File: src/rtl/video_crop.sv
// Video crop: de-derived pixel counters gate de/data to a configurable window.
// Window updates are double-buffered and committed on the vsync rising edge.
module video_crop #(
    parameter int DATA_WIDTH = 24,
    parameter int X_WIDTH    = 12,
    parameter int Y_WIDTH    = 12,
    parameter int H_DISP     = 1920,
    parameter int V_DISP     = 1080
) (
    input  logic                  clk,
    input  logic                  rst_n,
    input  logic [X_WIDTH-1:0]    cfg_start_x,
    input  logic [Y_WIDTH-1:0]    cfg_start_y,
    input  logic [X_WIDTH-1:0]    cfg_end_x,
    input  logic [Y_WIDTH-1:0]    cfg_end_y,
    input  logic                  cfg_valid,
    input  logic                  bypass,
    input  logic                  vs_i,
    input  logic                  hs_i,
    input  logic                  de_i,
    input  logic [DATA_WIDTH-1:0] data_i,
    output logic                  vs_o,
    output logic                  hs_o,
    output logic                  de_o,
    output logic [DATA_WIDTH-1:0] data_o,
    output logic                  cfg_applied,
    output logic                  cfg_err
);

    typedef enum logic {WAIT_VS, ACTIVE} state_t;

    typedef struct packed {
        logic [X_WIDTH-1:0] sx;
        logic [Y_WIDTH-1:0] sy;
        logic [X_WIDTH-1:0] ex;
        logic [Y_WIDTH-1:0] ey;
    } win_t;

    localparam win_t FULL_WIN = '{sx: '0, sy: '0, ex: X_WIDTH'(H_DISP), ey: Y_WIDTH'(V_DISP)};
    localparam logic [X_WIDTH-1:0] X_MAX = '1;
    localparam logic [Y_WIDTH-1:0] Y_MAX = '1;

    state_t                r_state;
    logic                  r_vs_prev;
    logic                  r_de_prev;
    logic [X_WIDTH-1:0]    r_px;
    logic [Y_WIDTH-1:0]    r_py;
    win_t                  r_active;
    win_t                  r_pending;
    logic                  r_pend_flag;
    logic                  r_vs_o;
    logic                  r_hs_o;
    logic                  r_de_o;
    logic [DATA_WIDTH-1:0] r_data_o;
    logic                  r_cfg_applied;
    logic                  r_cfg_err;

    win_t w_cfg;
    logic w_cfg_ok;
    logic w_vs_rise;
    logic w_de_fall;
    logic w_in_win;
    logic w_de_next;

    assign w_cfg     = '{sx: cfg_start_x, sy: cfg_start_y, ex: cfg_end_x, ey: cfg_end_y};
    assign w_cfg_ok  = cfg_valid && (cfg_end_x > cfg_start_x) && (cfg_end_y > cfg_start_y);
    assign w_vs_rise = vs_i && !r_vs_prev;
    assign w_de_fall = r_de_prev && !de_i;
    assign w_in_win  = (r_px >= r_active.sx) && (r_px < r_active.ex) &&
                       (r_py >= r_active.sy) && (r_py < r_active.ey);
    assign w_de_next = (r_state == ACTIVE) && de_i && (bypass || w_in_win);

    // r_vs_prev resets high so a vsync already asserted at reset release is not taken as an edge.
    always_ff @(posedge clk or negedge rst_n) begin
        if (!rst_n) begin
            r_vs_prev <= 1'b1;
            r_de_prev <= 1'b0;
            r_px      <= '0;
            r_py      <= '0;
        end else begin
            // NOTE: non-blocking assignments keep every register sampling pre-edge values.
            r_vs_prev <= vs_i;
            r_de_prev <= de_i;
            if (w_vs_rise) begin
                r_px <= '0;
                r_py <= '0;
            end else begin
                if (w_de_fall)
                    r_px <= '0;
                else if (de_i && r_px != X_MAX)
                    r_px <= r_px + X_WIDTH'(1);
                if (w_de_fall && r_py != Y_MAX)
                    r_py <= r_py + Y_WIDTH'(1);
            end
        end
    end

    always_ff @(posedge clk or negedge rst_n) begin
        if (!rst_n) begin
            r_active      <= FULL_WIN;
            r_pending     <= FULL_WIN;
            r_pend_flag   <= 1'b0;
            r_cfg_applied <= 1'b0;
            r_cfg_err     <= 1'b0;
        end else begin
            if (w_cfg_ok)
                r_pending <= w_cfg;
            if (cfg_valid)
                r_cfg_err <= !w_cfg_ok;
            if (w_vs_rise) begin
                // A valid strobe on the edge itself bypasses the pending stage.
                if (w_cfg_ok)
                    r_active <= w_cfg;
                else if (r_pend_flag)
                    r_active <= r_pending;
                r_pend_flag   <= 1'b0;
                r_cfg_applied <= r_pend_flag || w_cfg_ok;
            end else begin
                r_cfg_applied <= 1'b0;
                if (w_cfg_ok)
                    r_pend_flag <= 1'b1;
            end
        end
    end

    always_ff @(posedge clk or negedge rst_n) begin
        if (!rst_n) begin
            r_state  <= WAIT_VS;
            r_vs_o   <= 1'b0;
            r_hs_o   <= 1'b0;
            r_de_o   <= 1'b0;
            r_data_o <= '0;
        end else begin
            if (r_state == WAIT_VS && w_vs_rise)
                r_state <= ACTIVE;
            r_vs_o   <= vs_i;
            r_hs_o   <= hs_i;
            r_de_o   <= w_de_next;
            r_data_o <= w_de_next ? data_i : '0;
        end
    end

    assign vs_o        = r_vs_o;
    assign hs_o        = r_hs_o;
    assign de_o        = r_de_o;
    assign data_o      = r_data_o;
    assign cfg_applied = r_cfg_applied;
    assign cfg_err     = r_cfg_err;

endmodule

File: config.mk
export PLATFORM = sky130hd
export DESIGN_NAME = video_crop
export DESIGN_NICKNAME = d
export VERILOG_FILES = /design/src/rtl/video_crop.sv
export SDC_FILE = /design/constraint.sdc
export NUM_CORES = 1
export LEC_CHECK = 0
export ABC_AREA = 0
export ABC_CLOCK_PERIOD_IN_PS = 2000
export BUFFER_PORTS_ARGS = -buffer_cell sky130_fd_sc_hd__buf_2
export CORE_ASPECT_RATIO = 1.1
export CORE_UTILIZATION = 46
export DETAILED_ROUTE_END_ITERATION = 16
export PLACE_DENSITY_LB_ADDON = 0.05
export SYNTH_ARGS = -nofsm -noshare
export SYNTH_HDL_FRONTEND = slang
export SYNTH_SLANG_ARGS = --single-unit
File: constraint.sdc
create_clock -name clk -period 2 [get_ports clk]
set_input_delay 0.3 -clock clk [delete_from_list [all_inputs] [get_ports clk]]
set_output_delay 0.3 -clock clk [all_outputs]
set_load 0.01 [all_outputs]
==> run metrics <==
status complete, but fails checks; violated checks negative setup slack; final period utilization 112%; Leakage 0.00608 uW; H-Tree Depth 4; Unique masters post-synth 40; VDD IR max 0.763 mV; clk buf depth 2; max cap viols 0; commonest cells after routing, fill and taps aside dfrtp_1, buf_4, buf_2, inv_1, nand2b_1; Die W 129 um; Worst Hold Path EP r_de_prev$_DFF_PN0_; cell area power density about 950 nW/um^2; sw power ~3300 uW; Crit Path Max Fanout 12; worst slack, placed -0.564 ns; worst reg2reg path endpoint data_o[13]$_DFF_PN0_; Buffers on Ports roughly 110; crit start category flop; Synthesized Nets 911; Via density just over 5; vias in the first global route about 7000; first-pass GRT wire length ~34000 um; max_slew headroom ~18%; crit end category flop; RSZ-0062 raised after global routing yes; hold path startpoint de_i; slowest stage delay, CP approximately 0.54 ns; number of synthesized flops with an enable pin 0; Post-Synthesis Cells 760; latest clock arrival within the worst-skew pair ~0.43 ns; Clock Pin Slew Worst Setup and Hold Paths ~0.060 ns; 1st-iter DRT viols between 200 and 300; Overall Power about 12000 uW; CORE AREA 17300 um^2; CTS tree built; kind of critical path reg2reg; Avg Cell Area, Syn around 11 um^2; I/O Pins approximately 110; R2R Path Start r_active[5]$_DFFE_PN1P_; Post-synth top flop dfrtp_1; Seq/Total Area, Yosys around 47%; Final nets roughly 1200; cells on worst reg2reg path 11; row count 50; Worst EP required around 2.3 ns; Yosys reg bits roughly 150; combinational power share around 30%; Hold Vio Cnt, Final 0; Routability Congestion a little under 0.8; Fin Clk Skew 0.00621 ns; Post-DRT Antenna Nets 0; Root Driver clkbuf_16; fmax roughly 450 MHz; # diodes 0; Initial Util between 40% and 50%; Slew Viols, Final 0; post-DP HPWL 14400 um; Worst Max-Slew Pin Slew ~1.2 ns; GRT Util Overall 24.8%; critical path arrival 2.58 ns; initial antenna violation count 0; final WL ~22000 um; grt total ovfl 0; CTS Buf Count 17; FF/Latch Area approximately 3900 um^2; Placed Area just under 10000 um^2; WL/cell about 18 um; share of cells above drive strength 1 around 47%; crit path cell chain inv_2, ha_4, a21o_1, a21o_1, a21oi_2, o31ai_2, a21oi_2, nand4_1, buf_6, buf_12, a21boi_1; leading cell type in the layout, fill and taps excluded dfrtp_1; Synthesis Warnings 0; Syn-to-layout area delta 49.3%; setup ws final -0.246 ns; endpoints failing setup a little over 50; vias 6475; die area between 15000 and 20000 um^2; Filler Cells Inserted 1235; clock share of power ~30%; Crit-path slowest cell dfstp_2; fin area ~12000 um^2; cell area after synthesis 8210 um^2; number of clock sinks ~150; Final min period 2.25 ns; drc violations 0; HP Class in2reg; Pint between 8000 and 9000 uW; Hold Path Depth 1; Reg2Reg Setup Slack -0.25 ns; Multi-input gate area approximately 5000 um^2; chip height about 140 um; pin count of the biggest net entering global routing just over 60; Net Sw Frac between 20% and 30%; share of power burned in registers approximately two fifths; ys async rst share between 90% and 100%; drt first pass iters 6
how the worst max path moves through the flow:
stage                                        from                        to  slack [ns]
final                     r_active[5]$_DFFE_PN1P_      data_o[13]$_DFF_PN0_       -0.25
after floorplan                      cfg_end_y[1]  r_active[15]$_DFFE_PN0P_       -0.09
after detailed placement           cfg_start_x[5]  r_active[35]$_DFFE_PN0P_       -0.56
after global placement             cfg_start_x[5]  r_active[35]$_DFFE_PN0P_       -0.52
after global routing      r_active[5]$_DFFE_PN1P_       data_o[3]$_DFF_PN0_       -0.33
after CTS                 r_active[5]$_DFFE_PN1P_       data_o[4]$_DFF_PN0_       -0.22
routing by layer:
layer	share of wire [%]	vias up	track usage, %	wire [um]
li1	-	3135	-	-
met1	41	3225	27.8	9030
met2	54	81	46.6	12000
met3	2.0	34	3.76	438
met4	2.8	0	9.54	608
met5	0	-	0	0
Yosys cell counts (3+ instances only):
cell | count | area share (%)
dfrtp_1 | 136 | 41
ha_1 | 72 | 11
inv_1 | 72 | 3.3
nand2b_1 | 55 | 4.2
mux2i_1 | 50 | 6.1
a2bb2oi_1 | 48 | 5.1
nand2_1 | 38 | 1.7
nor2_1 | 31 | 1.4
o21ai_0 | 30 | 1.8
a21boi_0 | 24 | 2.2
mux2_2 | 24 | 3.3
a21oi_1 | 22 | 1.3
clkbuf_1 | 22 | 1.0
a21o_1 | 19 | 1.7
dfstp_2 | 17 | 5.4
nand4_1 | 17 | 1.3
nand3_1 | 14 | 0.85
xor2_1 | 13 | 1.4
xnor2_1 | 7 | 0.75
buf_2 | 6 | 0.37
and4_1 | 5 | 0.53
nor2b_1 | 5 | 0.38
a211oi_1 | 4 | 0.37
and2_1 | 4 | 0.30
o31ai_1 | 4 | 0.37
buf_4 | 3 | 0.27
buf_6 | 3 | 0.41
critical path, delay by kind of cell, from the launching register on:
family	cells	cell delay [ns]
flops	1	0.54
buf+inv	3	0.37
simple gates	1	0.14
compound gates	6	0.88
fa+ha+maj	1	0.23
flip-flops by register name (all words and copies together) (netlist names):
name         cells
cfg_applied      1
cfg_err          1
data_o          24
de_o             1
hs_o             1
r_active        48
r_de_prev        1
r_pend_flag      1
r_pending       48
r_px            12
r_py            12
r_state          1
r_vs_prev        1
vs_o             1
cell type report:
type / instances / area share [%]
clock buffer: 24 / 3.85
clock inverter: 8 / 1.19
inverter: 72 / 2.25
multi-input combinational: 500 / 40.6
sequential: 153 / 31.4
tap: 234 / 2.39
timing repair buffer: 255 / 18.2
kinds of logic (layout without fill, tap and decap cells):
group | Yosys count | in the layout | synth area share (%)
fa+ha+maj | 72 | 72 | 11.0
xor+xnor | 20 | 20 | 2.13
simple gates | 173 | 173 | 11.0
compound gates | 161 | 161 | 14.2
buf+inv | 107 | 359 | 5.40
flops | 153 | 153 | 46.9
mux | 74 | 74 | 9.39
stage by stage:
step	util, %	std cells	hold WS [ns]	setup TNS [ns]
after floorplan	-	760	0.00441	-2.90
after global placement	57.5	1170	0.308	-39.30
after detailed placement	57.5	1170	0.308	-45.95
after CTS	66.4	1235	0.0265	-8.22
after global routing	71.0	1246	0.0325	-12.63
final	71.0	1246	0.0452	-7.02
power groups by stage:
stage / sequential [uW] / combinational (uW) / clock (uW)
3_5_place_dp: 4550 / 2760 / 0
6_report: 4600 / 3590 / 3410
5_1_grt: 4690 / 3970 / 3580
3_3_place_gp: 4530 / 2650 / 0
4_1_cts: 4540 / 3190 / 3450
2_1_floorplan: 4410 / 1870 / 0
timing repair:
item,4_1_cts,5_1_grt
pin swaps,16,42
gates resized for setup,130,150
hold endpoints to repair,51,0
setup buffers,22,18
endpoints found under the setup margin,61,110
hold buffers,3,0
gates cloned,11,4
No activity file was read; power rests on OpenSTA's default activity.
